**src/rtl/serializer.sv**
```systemverilog
// serializer: parallel-to-serial converter, MSB first, one bit per clock.
//
// Accepts a DATA_W-bit word plus a bit-count modifier and shifts the selected
// top bits out on ser_data_o, each qualified by ser_data_val_o. The producer
// may present the next word in the last-bit cycle for a gapless stream.
//
// Ports:
//   clk_i          - clock, rising edge
//   arst_n_i       - asynchronous active-low reset
//   data_i         - parallel word, bit DATA_W-1 sent first
//   data_mod_i     - bit count: 0 = DATA_W, 1/2 illegal (dropped), else count
//   data_val_i     - data_i/data_mod_i valid this cycle
//   ser_data_o     - serial data bit (0 when not valid)
//   ser_data_val_o - serial bit valid
//   busy_o         - cannot accept a word this cycle
module serializer #(
  parameter int unsigned DATA_W = 16,
  parameter int unsigned MOD_W  = $clog2(DATA_W)
) (
  input  logic              clk_i,
  input  logic              arst_n_i,
  input  logic [DATA_W-1:0] data_i,
  input  logic [MOD_W-1:0]  data_mod_i,
  input  logic              data_val_i,
  output logic              ser_data_o,
  output logic              ser_data_val_o,
  output logic              busy_o
);

  typedef enum logic [0:0] {StIdle, StShift} state_e;

  localparam logic [MOD_W:0] FullLen = (MOD_W+1)'(DATA_W);
  localparam logic [MOD_W:0] CntOne  = (MOD_W+1)'(1);
  localparam logic [MOD_W:0] CntTwo  = (MOD_W+1)'(2);

  state_e            state_q, state_d;
  // sr_q holds the bits still to be sent after the one currently on ser_data_o.
  logic [DATA_W-1:0] sr_q, sr_d;
  // cnt_q counts remaining bits including the one currently on ser_data_o.
  logic [MOD_W:0]    cnt_q, cnt_d;
  logic              ser_d, val_d, busy_d;

  logic              legal;
  logic              accept;
  logic              last_bit;
  logic [MOD_W:0]    len;

  assign legal    = (data_mod_i != MOD_W'(1)) && (data_mod_i != MOD_W'(2));
  assign accept   = data_val_i && !busy_o && legal;
  assign last_bit = (cnt_q == CntOne);
  assign len      = (data_mod_i == '0) ? FullLen : {1'b0, data_mod_i};

  // State register
  always_ff @(posedge clk_i or negedge arst_n_i) begin
    if (!arst_n_i) begin
      state_q <= StIdle;
    end else begin
      state_q <= state_d;
    end
  end

  // Next-state logic
  always_comb begin
    state_d = state_q;
    unique case (state_q)
      StIdle:  if (accept) state_d = StShift;
      StShift: if (last_bit && !accept) state_d = StIdle;
      default: state_d = StIdle;
    endcase
  end

  // Datapath and registered-output next values
  always_comb begin
    sr_d   = '0;
    cnt_d  = '0;
    ser_d  = 1'b0;
    val_d  = 1'b0;
    busy_d = 1'b0;
    unique case (state_q)
      StIdle: begin
        if (accept) begin
          ser_d  = data_i[DATA_W-1];
          sr_d   = {data_i[DATA_W-2:0], 1'b0};
          cnt_d  = len;
          val_d  = 1'b1;
          busy_d = (len > CntOne);
        end
      end
      StShift: begin
        if (last_bit) begin
          // Reload on the last-bit cycle keeps the stream gapless.
          if (accept) begin
            ser_d  = data_i[DATA_W-1];
            sr_d   = {data_i[DATA_W-2:0], 1'b0};
            cnt_d  = len;
            val_d  = 1'b1;
            busy_d = (len > CntOne);
          end
        end else begin
          ser_d  = sr_q[DATA_W-1];
          sr_d   = {sr_q[DATA_W-2:0], 1'b0};
          cnt_d  = cnt_q - CntOne;
          val_d  = 1'b1;
          // Busy drops in the cycle that shows the last bit.
          busy_d = (cnt_q > CntTwo);
        end
      end
      default: ;
    endcase
  end

  // Datapath and output registers
  always_ff @(posedge clk_i or negedge arst_n_i) begin
    if (!arst_n_i) begin
      sr_q           <= '0;
      cnt_q          <= '0;
      ser_data_o     <= 1'b0;
      ser_data_val_o <= 1'b0;
      busy_o         <= 1'b0;
    end else begin
      sr_q           <= sr_d;
      cnt_q          <= cnt_d;
      ser_data_o     <= ser_d;
      ser_data_val_o <= val_d;
      busy_o         <= busy_d;
    end
  end

endmodule

```
**config.mk**
```make
export PLATFORM = sky130hd
export DESIGN_NAME = serializer
export DESIGN_NICKNAME = d
export VERILOG_FILES = /design/src/rtl/serializer.sv
export SDC_FILE = /design/constraint.sdc
export NUM_CORES = 1
export LEC_CHECK = 0
export CAP_MARGIN = 20
export CORE_ASPECT_RATIO = 0.7
export CORE_MARGIN = 2
export CORE_UTILIZATION = 38
export CTS_CLUSTER_DIAMETER = 40
export DETAILED_ROUTE_END_ITERATION = 10
export GPL_ROUTABILITY_DRIVEN = 0
export PLACE_DENSITY = 0.66
export SYNTH_ARGS = -nofsm -noshare
export SYNTH_HDL_FRONTEND = slang
export SYNTH_SLANG_ARGS = --single-unit
```
**constraint.sdc**
```tcl
create_clock -name clk_i -period 1.6 [get_ports clk_i]
set_input_delay 0.48 -clock clk_i [delete_from_list [all_inputs] [get_ports clk_i]]
set_output_delay 0.48 -clock clk_i [all_outputs]
set_load 0.1 [all_outputs]
```
Word-level counts from Yosys, hierarchy flattened. Cells that the tools add are included.

Register bits: 25. Bits of input ports: 23. Output and inout bits: 3. Logic and storage cells: 38.

$add $sub $neg: 1. Order comparisons: 2. Eq/ne operators: 3. Muxes and demuxes: 18. Bitwise operators: 1. Reduce and logical (&&, ||, !) cells: 7.

Operators by type and width (number): two-way mux 16 bit (2); one-hot mux 16 bit (2 select lines) (1); two-way mux 5 bit (3); one-hot mux 5 bit (2 select lines) (1); one-hot mux 1 bit (2 select lines) (4); two-way mux 1 bit (7); equality test 5 x 1 -> 1 bit, second input constant (1); > comparator 5 x 1 -> 1 bit, second input constant (1); > comparator 5 x 2 -> 1 bit, second input constant (1); subtractor 5 x 1 -> 5 bit, second input constant (1); logical AND 1 bit (4); zero test 4 bit (1); inequality test 4 x 1 -> 1 bit, second input constant (1); inequality test 4 x 2 -> 1 bit, second input constant (1); zero test 1 bit (2); NOT 1 bit (1).

Logic depth before layout (Yosys ltp). Gate-level depths: netlist of the first run.

Depth after elaboration: 7. Depth in mapped cells: 7. Gate-level depth less buffers: 5.

Worst setup path after synthesis of the first run. No wires, ideal clock.

Path kind: reg2reg. Start point: register busy_o. End point: register sr_q[1]. Library setup time: 67 ps. Data arrival time: 1889 ps. Required time: 1533 ps. Path slack: -356 ps. Stages on the path, launching flop included: 6. Buffers on the path: 2. Period minus slack after synthesis: 1956 ps. Cell sequence: dfrtp_1 -> nor2b_1 -> o31a_1 -> buf_2 -> clkbuf_1 -> and3_1.

Longest elaborated chain between the ends: 6.

RTL lines: start, declared (line 27) `output logic busy_o`; start signal, assigned (line 125) `busy_o <= busy_d;`; zero test 1 bit * (line 49) `assign accept = data_val_i && !busy_o && legal;`; logical AND 1 bit * (2 in series) (line 49); two-way mux 16 bit * (line 81, 92); two-way mux 16 bit (line 90) `if (last_bit) begin`; one-hot mux 16 bit (2 select lines) * (line 79) `unique case (state_q)`; via sr_d[1] (line 38) `logic [DATA_W-1:0] sr_q, sr_d;`; end signal, assigned (line 121) `sr_q <= sr_d;`; end, declared (line 38).

The timed path passes the listed nets; every way through them passes the cells marked *.

Worst setup path after layout of the first run.
Start point: register cnt_q[1]. End point: register sr_q[12].

Longest elaborated chain between the ends: 3.

RTL lines: start, declared (line 40) `logic [MOD_W:0] cnt_q, cnt_d;`; start signal, assigned (line 122) `cnt_q <= cnt_d;`; equality test 5 x 1 -> 1 bit (line 50) `assign last_bit = (cnt_q == CntOne);`; two-way mux 16 bit (line 90); one-hot mux 16 bit (2 select lines) (line 79); via sr_d[12] (line 38).

The timed path passes the listed nets, and every way through them passes these cells.

==> out/metrics.yaml, run 1 <==
antenna_found_initial: 0
syn2layout_area_growth_pct: 51.3
layout.nets: 156
cp_max_fo: 7
detail-route-antenna-nets: 0
cp_top_family: "simple AND/OR/NAND/NOR gates"
yosysSeqAreaShare: 0.528
yosysWarnings: 0
drt-pass1-iter-count: 2
synth.mux.area_fraction: 0.0574
path_buf_inv: 2
num_rows: 16
wire_per_inst_microns: 14.7
critical_path_required_ns: 1.75
relSlewSlack: 0.744
grt_max_degree: 24
crit_path_cell_trace: "inv_2, ha_4, or4b_4, buf_6, and3_4, a31o_1"
numCtsBuffers: 3
dp_hpwl_mm: 1.59
rsz0062_at_grt: "yes"
slowest_delay_ns: 0.49
final_common_cell: "clkdlybuf4s50_1"
period_minus_slack_ns: 1.71
min_path_type: "input pin to asynchronous set/reset pin"
layout_common_cells: "clkdlybuf4s50_1, dfrtp_1, a31o_1, and3_4, buf_4"
cts_hold_buf: 0
synth_seq_cells: 23
total_power_mw: 2.98
diodes: 0
power_switching_mw: 1.12
synth_top_family_by_area: "simple AND/OR/NAND/NOR gates"
final_util: 0.597
synth_compound_area_frac: 0.148
ys_types: 25
slew_viol_final: 0
clk_pin_slew_worst_paths_ns: 0.08
worst_pin_slew_ns: 0.379
start_util: 0.394
internal_power_mw: 1.85
syn_inst: 91
port_buffers: 25
skew_ns: 0.00739
irDropWorstVdd_v: 0.000670
htree_num_levels: 1
min_period_over_period: 1.07
fillCellCount: 216
leakagePower_nw: 0.743
initialDrtViolationCount: 82
reg2reg_setup_slack_ns: -0.11
grt-ovfl-total: 0
synth.avg_cell_area_sq_um: 12.0
clockRootBuffer: "clkbuf_8"
drc: 0
worstSetupEndpointType: "flop"
max_freq_mhz: 585
synth_fp_nets: 117
clk_latency_ns: 0.27
ios: 26
pwr-share-clk: 0.121
pwr-share-seq: 0.331
clock_path_buffers: 2
die_w_microns: 68.0
power_density_nw_per_um2: 1800
drive_gt1_frac: 0.341
synth_xor_area_frac: 0.0321
crit_path_start_kind: "flop"
routed_wl_mm: 2.42
synthAdderAreaFrac: 0.0344
vias: 841
swShare: 0.377
p_comb_frac: 0.548
path_class: "flop to flop"
grt_use_total: 0.164
vias_per_cell: 5.10
grt_pass1_wl_mm: 4.02
hold_viol_final: 0
clock_sinks: 23
cts_tree: "done"
critical_path_arrival_ns: 1.86
outcome: "finished, violations left"
slowest_stage: "or4b_4"
dieHeight_microns: 48.8
synthSimpleGateAreaFrac: 0.153
fp.dieArea_sq_um: 3320
grt_pass1_vias: 868
setup-violations-final: 21
cap_violations: 0
failed_checks: "setup timing"
core_sq_um: 2760
synth_area_sq_um: 1090
worst_slack_ns: -0.109
kinds of logic (layout without fill, tap and decap cells):
kind of cell               after synthesis  count (layout)
and+or+nand+nor                         27              27
DFF                                     23              23
adders and majority gates                3               3
AOI/OAI and AO/OA                       19              19
buffers and inverters                    9              47
xor gates and xnor gates                 4               4
muxes                                    6               6
worst reg2reg max path, delay by kind of cell, from the launching register on:
family                   cells  cell delay [ns]
AO/OA/AOI/OAI                1             0.18
adder cells (fa/ha/maj)      1             0.12
buffers and inverters        2             0.25
flip-flops                   1             0.39
AND/OR/NAND/NOR              2             0.66
repair_timing:
action                                  CTS  global route
endpoints found under the setup margin   22            22
cloned                                    0             0
buffers inserted                          0             1
resized for setup                        17             3
pin swaps                                 3             7
cells in the mapped netlist (all sizes together):
cell type / n / area, sq um
nor3b: 2 / 15.0
o311ai: 1 / 8.76
dfrtp: 23 / 576
xnor2: 3 / 26.3
or4b: 1 / 10.0
a31o: 15 / 131
inv: 2 / 7.51
and3: 16 / 100
mux2: 2 / 22.5
o31a: 1 / 8.76
buf: 5 / 36.3
nand2: 3 / 13.8
nand3: 1 / 5.00
nor3: 2 / 10.0
or3: 1 / 6.26
o21ai: 1 / 5.00
a21o: 1 / 7.51
nor2b: 1 / 6.26
ha: 3 / 37.5
xor2: 1 / 8.76
clkbuf: 2 / 7.51
mux2i: 4 / 40.0
power by group through the flow:
stage               clock network [mW]  logic (mW)  registers, mW
finish                           0.359        1.63          0.985
floorplan                            0       0.734           1.17
global route                     0.401        1.75           1.01
global placement                     0        1.44          0.954
CTS                              0.377        1.60          0.971
detailed placement                   0        1.47          0.956
per-layer routing:
| layer | wire, microns | vias to the layer above | global-route usage | part of all wire |
|---|---|---|---|---|
| met5 | 0 | - | 0 | 0 |
| met4 | 19 | 0 | 0.0500 | 0.0079 |
| met3 | 137 | 4 | 0.0554 | 0.057 |
| met2 | 1180 | 17 | 0.262 | 0.49 |
| met1 | 1090 | 406 | 0.210 | 0.45 |
| li1 | - | 414 | - | - |
through the flow:
step	hold slack [ns]	cell area [sq um]	setup slack [ns]	TNS, ns	instances
floorplan	0.184	1100	-0.109	-1.34	91
global placement	0.544	1500	-0.221	-4.24	160
detailed placement	0.552	1500	-0.268	-5.01	160
CTS	0.568	1630	-0.0980	-1.63	164
global route	0.588	1650	-0.157	-3.07	165
finish	0.563	1650	-0.109	-1.71	165
final cells by class:
| type | count | area [sq um] | share of cell area |
|---|---|---|---|
| Sequential cell | 23 | 581 | 0.352 |
| Multi-Input combinational cell | 59 | 542 | 0.329 |
| Timing Repair Buffer | 41 | 428 | 0.259 |
| Tap cell | 36 | 45.0 | 0.0273 |
| Clock buffer | 3 | 41.3 | 0.0250 |
| Inverter | 2 | 7.51 | 0.00455 |
| Clock inverter | 1 | 5.00 | 0.00303 |
state kept, by name, summed over array words and instances, names as in the netlist:
signal	count
ser_data_val_o	1
sr_q	15
cnt_q	5
ser_data_o	1
busy_o	1
final timing paths:
kind,start,end,cells after the start
worst max-delay path,cnt_q[1],sr_q[12],6
worst min-delay path,arst_n_i,sr_q[7],2
worst max register to register,cnt_q[1],sr_q[12],6
worst min register to register,sr_q[13],sr_q[14],2
max in group asynchronous,arst_n_i,ser_data_val_o,2
min in group clk_i,sr_q[13],sr_q[14],2
Note: power is estimated with default switching activity, not from simulation.
==> inputs of run 2 (changes only) <==
Settings changed: SKIP_LAST_GASP from default to 1.
==> run 2 against run 1 <==
  * Wire length shrank 0.33%
  * Sequential power is 0.7% lower
  * Combinational power is essentially flat
  * Fmax barely moved
  * The run still ends with setup timing left
  * Clock power is essentially flat
  * Hold slack improved by 0.0025 ns
  * Non-clock buffer count unchanged
  * Flip-flop and latch count is the same
  * Register-to-register slack hardly changed
  * Critical path type unchanged
  * Die area stayed put
  * Total power about the same
  * Largest cell class unchanged
  * Final area fell by 0.15%
==> out/metrics.yaml, run 2 (synthesized netlist as in run 1, its figures left out) <==
outcome: "finished, violations left"
failed_checks: "setup timing"
clk_latency_ns: 0.27
grt_max_degree: 24
slowest_delay_ns: 0.49
vias_per_cell: 5.16
dp_slack_ns: -0.268
initialDrtViolationCount: 85
power_density_nw_per_um2: 1810
final_common_cell: "clkdlybuf4s50_1"
path_class: "flop to flop"
fillCellCount: 217
grt_pass1_wl_mm: 4.02
wl_met2_mm: 1.19
htree_num_levels: 1
detail-route-antenna-nets: 0
pwr-share-seq: 0.329
core_sq_um: 2760
cts_hold_buf: 0
clockRootBuffer: "clkbuf_8"
drt-pass1-iter-count: 4
period_minus_slack_ns: 1.71
start_util: 0.394
vias: 851
cts_tree: "done"
grt_use_total: 0.164
setup-violations-final: 22
crit_path_cell_trace: "inv_2, ha_4, or4b_4, buf_6, and3_4, a31o_1"
hold_viol_final: 0
rsz0062_at_grt: "yes"
biggestRegsByFlops: "sr_q x15, cnt_q x5"
num_rows: 16
min_path_type: "input pin to asynchronous set/reset pin"
multi_input_area_sq_um: 542
crit_path_start_kind: "flop"
die_w_microns: 68.0
grt-ovfl-total: 0
drc: 0
whs_ns: 0.566
irDropWorstVdd_v: 0.000670
critical_path_arrival_ns: 1.87
clock_path_buffers: 2
routed_wl_mm: 2.41
worst_slack_ns: -0.111
clock_sinks: 23
layout_common_cells: "clkdlybuf4s50_1, dfrtp_1, a31o_1, and3_4, buf_4"
cp.depth: 6
dieHeight_microns: 48.8
numCtsBuffers: 3
p_comb_frac: 0.550
antenna_found_initial: 0
power_switching_mw: 1.13
relSlewSlack: 0.744
dp_hpwl_mm: 1.59
grt_pass1_vias: 868
layout.nets: 156
r2r_cells: 6
regMostFlops: "sr_q"
cp_top_family: "simple AND/OR/NAND/NOR gates"
leakagePower_nw: 0.742
wl_met1_mm: 1.07
cap_violations: 0
max_freq_mhz: 585
path_buf_inv: 2
register_area_sq_um: 578
port_buffers: 25
slowest_stage: "or4b_4"
diodes: 0
slew_viol_final: 0
drive_gt1_frac: 0.341
worst_pin_slew_ns: 0.379
ios: 26
largest_reg_flops: 15
pwr-share-clk: 0.121
clk_pin_slew_worst_paths_ns: 0.08
min_period_over_period: 1.07
fp.dieArea_sq_um: 3320
syn2layout_area_growth_pct: 51.1
wl_met3_microns: 137
top_layer: "met4"
swShare: 0.379
cp_max_fo: 7
skew_ns: 0.00631
worstSetupEndpointType: "flop"
internal_power_mw: 1.85
critical_path_required_ns: 1.76
wire_per_inst_microns: 14.6
## run 2: cell count changes in the layout (fill, tap and decap cells not counted)
cell / before / now
dfrtp_4: 1 / 0
dfrtp_2: 1 / 2
## run 2: path summary, 6_finish.rpt
| path | start | endpoint | slack (ns) |
|---|---|---|---|
| max | cnt_q[1] | sr_q[12] | -0.11 |
| min | arst_n_i | sr_q[7] | 0.57 |
| max reg2reg | cnt_q[1] | sr_q[12] | -0.11 |
| min reg2reg | sr_q[13] | sr_q[14] | 0.58 |
| max in group asynchronous | arst_n_i | ser_data_val_o | 0.78 |
| min in group clk_i | sr_q[13] | sr_q[14] | 0.58 |
## run 2: metal layers
| layer | vias to the layer above | track usage |
|---|---|---|
| li1 | 418 | - |
| met1 | 413 | 0.210 |
| met5 | - | 0 |
| met2 | 18 | 0.262 |
| met4 | 0 | 0.0500 |
| met3 | 2 | 0.0554 |
## run 2: cell type report
type / count / share of cell area
clock buffers: 3 / 0.0251
clock inverters: 1 / 0.00304
inverters: 2 / 0.00456
multi-input cells: 59 / 0.329
flip-flops and latches: 23 / 0.351
well taps: 36 / 0.0274
repair buffers: 41 / 0.260
## run 2: stage by stage
stage / utilization / std cells / setup TNS [ns] / total power, mW / instance area [sq um]
5_1_grt: 0.596 / 165 / -3.10 / 3.16 / 1650
3_5_place_dp: 0.543 / 160 / -5.01 / 2.43 / 1500
6_report: 0.596 / 165 / -1.80 / 2.97 / 1650
2_1_floorplan: - / 91 / -1.34 / 1.91 / 1100
4_1_cts: 0.590 / 164 / -1.63 / 2.94 / 1630
3_3_place_gp: 0.543 / 160 / -4.24 / 2.40 / 1500
## run 2: timing repair
action	4_1_cts	5_1_grt
gates cloned	0	0
setup endpoints to repair	22	22
gates resized for setup	17	2
setup buffers	0	1
pin swaps	3	7
## run 2: power groups by stage
stage	Sequential [mW]	Clock (mW)	Combinational, mW
4_1_cts	0.971	0.377	1.60
3_3_place_gp	0.954	0	1.44
3_5_place_dp	0.956	0	1.47
2_1_floorplan	1.17	0	0.734
5_1_grt	1.01	0.402	1.75
6_report	0.978	0.361	1.63
==> inputs of run 3 (changes only) <==
Settings changed: CORE_UTILIZATION 38 to 43, PLACE_DENSITY 0.66 to 0.73.
==> run 3 against run 2 <==
  * The flow still finishes with violations (setup timing)
  * Wire length shrank 0.33%
  * Cell count down 0.61%
  * Combinational power rose by 6%
  * Sequential share of layout area grew 1.3 points
  * Largest cell class unchanged
==> out/metrics.yaml, run 3 (synthesized netlist as in run 1, its figures left out) <==
clk_latency_ns: 0.31
relSlewSlack: 0.773
final_common_cell: "clkdlybuf4s50_1"
clock_sinks: 23
leakagePower_nw: 0.772
outcome: "finished, violations left"
power_density_nw_per_um2: 1830
vias: 862
layout_common_cells: "clkdlybuf4s50_1, dfrtp_1, and3_1, a31o_1, buf_4"
worst_pin_slew_ns: 0.336
slew_viol_final: 0
fillCellCount: 205
wire_per_inst_microns: 14.7
pwr-share-seq: 0.322
cts_tree: "done"
layout.nets: 157
regMostFlops: "sr_q"
critical_path_arrival_ns: 1.92
slowest_stage: "or4b_4"
grt_pass1_wl_mm: 3.91
routed_wl_mm: 2.40
irDropWorstVdd_v: 0.000820
diodes: 0
crit_path_start_kind: "flop"
setup-violations-final: 18
grt_use_total: 0.182
cap_violations: 0
hold_viol_final: 0
slowest_delay_ns: 0.49
antenna_found_initial: 0
failed_checks: "setup timing"
worst_slack_ns: -0.112
cp_max_fo: 16
syn2layout_area_growth_pct: 46.5
swShare: 0.386
grt_max_degree: 24
fp.dieArea_sq_um: 2960
clock_path_buffers: 2
grt_pass1_vias: 890
biggestRegsByFlops: "sr_q x15, cnt_q x5"
detail-route-antenna-nets: 0
dp_hpwl_mm: 1.66
dp_slack_ns: -0.280
drt-pass1-iter-count: 4
total_power_mw: 2.92
internal_power_mw: 1.79
path_class: "flop to flop"
power_switching_mw: 1.13
period_minus_slack_ns: 1.71
vias_per_cell: 5.26
core_sq_um: 2440
start_util: 0.447
critical_path_required_ns: 1.81
grt-ovfl-total: 0
min_path_type: "input pin to asynchronous set/reset pin"
drive_gt1_frac: 0.254
dieHeight_microns: 46.1
largest_reg_flops: 15
htree_num_levels: 1
clk_pin_slew_worst_paths_ns: 0.12
max_freq_mhz: 584
min_period_over_period: 1.07
num_rows: 15
die_w_microns: 64.2
worstSetupEndpointType: "flop"
fin_tns_setup_ns: -1.65
rsz0062_at_grt: "yes"
drc: 0
initialDrtViolationCount: 31
pwr-share-clk: 0.090
clockRootBuffer: "clkbuf_4"
port_buffers: 25
skew_ns: 0.00947
p_comb_frac: 0.588
ios: 26
crit_path_cell_trace: "inv_2, ha_4, or4b_4, buf_8, and3_1, a31o_1"
numCtsBuffers: 3
## run 3: worst paths after layout
path	startpoint	to	cells after the start	slack, ns
hold reg to reg	sr_q[13]	sr_q[14]	2	0.58
setup / recovery	cnt_q[1]	sr_q[12]	6	-0.11
hold / removal	arst_n_i	sr_q[2]	2	0.51
min in group clk_i	sr_q[13]	sr_q[14]	2	0.58
max in group asynchronous	arst_n_i	ser_data_val_o	2	0.85
setup reg to reg	cnt_q[1]	sr_q[12]	6	-0.11
## run 3: power by group through the flow
stage               Combinational, mW  Clock (mW)  Sequential (mW)
detailed placement               1.48           0            0.967
global placement                 1.45           0            0.955
floorplan                       0.734           0             1.17
finish                           1.72       0.262            0.940
global route                     1.84       0.307            0.959
CTS                              1.59       0.276            0.970
## run 3: layout make-up
cell class | count | area [sq um] | area share
flip-flops and latches | 23 | 581 | 0.364
clock inverters | 1 | 5.00 | 0.00313
inverters | 2 | 7.51 | 0.00470
well taps | 34 | 42.5 | 0.0266
multi-input cells | 59 | 494 | 0.310
clock buffers | 3 | 22.5 | 0.0141
repair buffers | 42 | 444 | 0.278
## run 3: timing repair
item	CTS	global route
setup endpoints to repair	21	23
pin swaps	1	1
hold buffers	0	0
resized for setup	9	4
buffers inserted	1	2
## run 3: routing by layer
metal,wire length (microns),GRT usage,vias to the layer above
li1,-,-,412
met1,1090,0.215,426
met2,1150,0.327,22
met3,147,0.0587,2
met4,12,0.0511,0
met5,0,0,-
## run 3: critical path, delay by kind of cell, from the launching register on
| kind | cells | cell delay (ns) |
|---|---|---|
| DFF | 1 | 0.40 |
| buffers and inverters | 2 | 0.25 |
| adders and majority gates | 1 | 0.12 |
| and+or+nand+nor | 2 | 0.67 |
| AOI/OAI and AO/OA | 1 | 0.18 |
## run 3: through the flow
step                       util  std cells  hold WS [ns]  instance area (sq um)
final                     0.654        164         0.505                   1600
after global routing      0.654        164         0.510                   1600
after CTS                 0.642        162         0.504                   1570
after detailed placement  0.611        157         0.556                   1490
after global placement    0.611        157         0.549                   1490
after floorplan               -         91         0.184                   1100
